### config.mk
export PLATFORM = sky130hd
export DESIGN_NAME = cpu7_exu_bypctl
export DESIGN_NICKNAME = d
export VERILOG_FILES = /design/src/rtl/cpu7_exu_bypctl.sv
export SDC_FILE = /design/constraint.sdc
export NUM_CORES = 1
export LEC_CHECK = 0
export CAP_MARGIN = 25
export CORE_AREA = 2 2 116 118
export CTS_CLUSTER_DIAMETER = 120
export DETAILED_ROUTE_END_ITERATION = 10
export DIE_AREA = 0 0 118 120
export PLACE_DENSITY = 0.62
export RECOVER_POWER = 100
export REMOVE_ABC_BUFFERS = 1
export SYNTH_ARGS = -nofsm -noshare
export SYNTH_HDL_FRONTEND = slang
export SYNTH_SLANG_ARGS = --single-unit
export TNS_END_PERCENT = 30
### constraint.sdc
create_clock -name clk -period 3.5 [get_ports clk]
set_clock_uncertainty 0.05 [all_clocks]
set_input_delay 0.7 -clock clk [delete_from_list [all_inputs] [get_ports clk]]
set_output_delay 0.7 -clock clk [all_outputs]
set_load 0.01 [all_outputs]
### src/rtl/cpu7_exu_bypctl.sv
// cpu7_exu_bypctl: E-stage operand bypass select, load-use / scoreboard / WAW
// stall generation, per-GPR scoreboard of outstanding long-latency writes and
// a saturating stall-cycle counter.
//
// Handshake semantics: iss_vld and lw_vld are plain valid qualifiers with no
// ready back-pressure. An issue "fires" in a cycle with iss_vld & ~stall_e.
// A long-latency writeback fires in every cycle with lw_vld; the consumer
// always accepts it. All other inputs are don't-care when their valid is low.
module cpu7_exu_bypctl #(
    parameter int NSRC = 2,
    parameter int NSTG = 2,
    parameter int CNTW = 32
) (
    input  logic                        clk,
    input  logic                        resetn,
    input  logic [NSRC*5-1:0]           rs_e,
    input  logic [NSRC-1:0]             rs_vld_e,
    input  logic [NSTG*5-1:0]           stg_rd,
    input  logic [NSTG-1:0]             stg_wen,
    input  logic [NSTG-1:0]             stg_rdy,
    input  logic                        iss_vld,
    input  logic [4:0]                  iss_rd,
    input  logic                        iss_long,
    input  logic                        lw_vld,
    input  logic [4:0]                  lw_rd,
    output logic [NSRC*(NSTG+2)-1:0]    byp_sel,
    output logic                        stall_e,
    output logic [31:0]                 sb_pend,
    output logic [CNTW-1:0]             stall_cnt
);

    // Select vector per operand: bit 0 = RF, bit 1+k = stage k, top bit = lw port.
    localparam int SELW = NSTG + 2;

    logic [NSRC-1:0] op_haz;
    logic            waw;
    logic            iss_fire;
    logic [31:0]     sb_next;

    // Per-operand source select and hazard; operands are evaluated independently.
    always_comb begin : operand_select
        logic [4:0]      rs;
        logic            hit;
        logic [SELW-1:0] sel;
        rs      = '0;
        hit     = 1'b0;
        sel     = '0;
        byp_sel = '0;
        op_haz  = '0;
        for (int i = 0; i < NSRC; i++) begin
            rs     = rs_e[5*i +: 5];
            hit    = 1'b0;
            sel    = '0;
            sel[0] = 1'b1;
            // r0 and non-GPR operands always read the RF path and never stall.
            if (rs_vld_e[i] && rs != 5'd0) begin
                // Stage 0 is youngest, so the first match wins.
                for (int k = 0; k < NSTG; k++) begin
                    if (!hit && stg_wen[k] && stg_rd[5*k +: 5] == rs) begin
                        hit        = 1'b1;
                        sel        = '0;
                        sel[1 + k] = 1'b1;
                        // Producer not ready yet (load in M): hold the select, stall.
                        if (!stg_rdy[k]) begin
                            op_haz[i] = 1'b1;
                        end
                    end
                end
                if (!hit) begin
                    if (lw_vld && lw_rd == rs) begin
                        sel            = '0;
                        sel[SELW - 1]  = 1'b1;
                    end else if (sb_pend[rs]) begin
                        op_haz[i] = 1'b1;
                    end
                end
            end
            byp_sel[SELW*i +: SELW] = sel;
        end
    end

    // A second long op to a pending register must wait unless the old write lands now.
    assign waw = iss_long && (iss_rd != 5'd0) && sb_pend[iss_rd]
                 && !(lw_vld && lw_rd == iss_rd);

    assign stall_e  = iss_vld && ((|op_haz) || waw);
    assign iss_fire = iss_vld && !stall_e;

    // Scoreboard next state: clear on writeback first, so a same-cycle set wins.
    always_comb begin
        sb_next = sb_pend;
        if (lw_vld) begin
            sb_next[lw_rd] = 1'b0;
        end
        if (iss_fire && iss_long) begin
            sb_next[iss_rd] = 1'b1;
        end
        sb_next[0] = 1'b0;
    end

    // Scoreboard register; reset forgets every outstanding write.
    always_ff @(posedge clk or negedge resetn) begin
        if (!resetn) begin
            sb_pend <= '0;
        end else begin
            sb_pend <= sb_next;
        end
    end

    // Saturating count of cycles where a valid E-stage instruction is held.
    always_ff @(posedge clk or negedge resetn) begin
        if (!resetn) begin
            stall_cnt <= '0;
        end else if (iss_vld && stall_e && stall_cnt != {CNTW{1'b1}}) begin
            stall_cnt <= stall_cnt + {{(CNTW-1){1'b0}}, 1'b1};
        end
    end

endmodule

==> results.json <==
{
  "min_period_over_period_pct": 99.7,
  "antenna-diode-count": 0,
  "avgSynthCellArea_um2": 9.35,
  "postSynthCellCount": 475,
  "syn2layout_area_growth_pct": 50.6,
  "antenna_found_initial": 0,
  "clkTransAtPathRegs_ns": 0.05,
  "maxCapViolCount": 1,
  "rows": 42,
  "drive_gt1_share_pct": 20.1,
  "synth_compound_area_share_pct": 12.8,
  "place.gp.congestion": 0.947,
  "die_w_um": 118,
  "drt-total-wl_um": 15800,
  "cellPowerDensity_nw_per_um2": 413,
  "layout.nets": 684,
  "numPortBuffers": 112,
  "r2r-start": "sb_pend[30]",
  "ys_warn_count": 0,
  "peakVddDrop_v": 0.000261,
  "instances_no_fill": 823,
  "cp_max_fo": 3,
  "synth-xor-area-share_pct": 12.6,
  "reg2reg_slack_ns": 0.69,
  "dr.max_layer_used": "met4",
  "setup_viol": 0,
  "clockBufferDepth": 2,
  "worst-setup-path-type": "input pin to output pin",
  "post_synth_mux_area_share_pct": 11.6,
  "violations": "capacitance limit, slew limit",
  "initial_utilization_pct": 34.2,
  "cts-root-buf": "clkbuf_16",
  "antenna_left": 0,
  "track_usage_pct": 22.5,
  "vias_per_cell": 5.55,
  "relSlewSlack_pct": -9.54,
  "synth_seq_cells": 63,
  "drc": 0,
  "hold_class": "input pin to async pin",
  "insertion_delay_ns": 0.33,
  "grt_pass1_wl_um": 25200,
  "die-area_um2": 14200,
  "mappedNetlistArea_um2": 4440,
  "worstPathArrival_ns": 2.74,
  "crit_path_start": "lw_rd[2]",
  "grt_overflow": 0,
  "layout_common_cells": "67 x buf_4, 66 x o21ai_0, 63 x dlygate4sd3_1, 63 x dfrtp_1, 40 x xnor2_1",
  "cts_tree": "yes",
  "required_ns": 2.75,
  "cp-endpoint": "stall_e",
  "layout_commonest_cell": "buf_4",
  "drt-met1-wl_um": 6490,
  "power.leakage_uw": 0.00297,
  "met3_length_um": 1100,
  "seq_area_frac_synth_pct": 35.5,
  "placed_cells_incl_taps": 795,
  "place_area_um2": 6120,
  "grt_start_max_net_pins": 32,
  "hold_ws_ns": 0.230,
  "clock_sinks": 63,
  "stdcell_area_um2": 6690,
  "status": "complete, but fails checks",
  "wl_per_cell_um": 19.2,
  "rr_endpoint": "stall_cnt[30]",
  "synth_simple_gate_area_share_pct": 22.1,
  "synth_edf_count": 0,
  "grt_pass1_vias": 4821,
  "drt_iter0_drc": 280,
  "cts_inserted_buffers": 9,
  "die_h_um": 120,
  "synth_fa_ha_area_share_pct": 0.282,
  "hold_viol": 0,
  "ff2ff_path_depth": 8,
  "pin_count": 114,
  "fmax_mhz": 287,
  "h-tree-depth": 3,
  "fin_crit_ns": 3.49,
  "worst_slew_pin_slew_ns": 1.64,
  "core_um2": 13000,
  "vias": 4568,
  "met2WireLength_um": 7640,
  "drv_slew": 32,
  "end_kind": "output pin",
  "synth_ff_type": "dfrtp_1",
  "synth_top_family_by_area": "simple AND/OR/NAND/NOR gates",
  "start_kind": "input pin",
  "place_hpwl_um": 11500,
  "rsz0062_at_grt": "true",
  "synth_cell_types": 57,
  "async_flop_share_pct": 100,
  "dr.pass1.iters": 7
}
[synth_stat cells, types with 3 or more instances]
| cell | n | area (um2) |
|---|---|---|
| a21oi_1 | 3 | 15.0 |
| and2_1 | 3 | 18.8 |
| and3_1 | 10 | 62.6 |
| and4_1 | 4 | 35.0 |
| buf_2 | 12 | 60.1 |
| buf_4 | 3 | 22.5 |
| buf_6 | 3 | 33.8 |
| clkbuf_1 | 16 | 60.1 |
| dfrtp_1 | 63 | 1580 |
| inv_1 | 6 | 22.5 |
| mux2_2 | 4 | 45.0 |
| mux2i_1 | 25 | 250 |
| mux4_2 | 9 | 203 |
| nand2_1 | 23 | 86.3 |
| nand2b_1 | 4 | 25.0 |
| nand3_1 | 32 | 160 |
| nand3b_1 | 8 | 60.1 |
| nand4_1 | 19 | 119 |
| nand4b_1 | 3 | 26.3 |
| nor2_1 | 10 | 37.5 |
| nor2b_1 | 10 | 62.6 |
| nor3_1 | 7 | 35.0 |
| nor3b_1 | 3 | 22.5 |
| nor4_1 | 11 | 68.8 |
| o21ai_0 | 66 | 330 |
| o22ai_1 | 8 | 50.1 |
| or3_1 | 7 | 43.8 |
| or3b_2 | 3 | 26.3 |
| or4_1 | 4 | 30.0 |
| xnor2_1 | 40 | 350 |
| xor2_1 | 24 | 210 |
[what timing repair did]
item	in CTS	in global routing
cloned	2	1
resized for setup	29	21
hold buffers	0	0
pin swaps	4	13
hold endpoints to repair	0	0
setup endpoints to repair	8	5
buffers inserted	8	1
[sequential cells by signal (all words and copies together), names as in the netlist]
name       flops
sb_pend       31
stall_cnt     32
[layout make-up]
class	count	area, um2
fillers	1212	6290
repair buffers	192	1810
clock buffers	10	239
inverters	7	26.3
clock inverters	6	108
flip-flops and latches	63	1580
well taps	176	220
multi-input cells	369	2710
[critical path: stages]
cell and delay (ns):
clkdlybuf4s50_1 0.45, buf_4 0.18, xor2_1 0.16, nor4_1 0.26, nand3_1 0.18, nand2_1 0.17, a211o_1 0.14, and4_4 0.25
nor2_2 0.04, clkdlybuf4s15_2 0.21
[power by group]
group,total [uW],internal [uW],switching [uW]
combinational,761,399,363
sequential,972,821,151
clock,1030,712,318
total,2760,1930,831
[through the flow]
step	setup WS (ns)	setup TNS (ns)	util (%)	total power [uW]
2_1_floorplan	0.282	0	-	1250
3_3_place_gp	-0.559	-2.84	47.2	1730
3_5_place_dp	-0.578	-2.96	47.2	1750
4_1_cts	-0.117	-0.117	50.8	2810
5_1_grt	-0.0310	-0.0310	51.5	2890
6_report	0.0109	0	51.5	2760
[per-layer routing]
metal  GRT usage, %  vias up
li1               -     2083
met1           28.3     2253
met2           37.4      194
met3           4.23       38
met4           10.7        0
met5              0        -
[worst min path at each step]
stage,end,slack (ns)
after floorplan,sb_pend[10],0.35
after global placement,stall_cnt[14],0.43
after detailed placement,stall_cnt[14],0.43
after CTS,stall_cnt[4],0.15
after global routing,stall_cnt[4],0.25
final,stall_cnt[4],0.23
[logic make-up after synthesis]
family	Yosys count
buf+inv	43
mux	39
fa+ha+maj	1
compound gates	96
other cells	1
xor+xnor	64
flops	63
simple gates	168
Note: power is estimated with default switching activity, not from simulation.
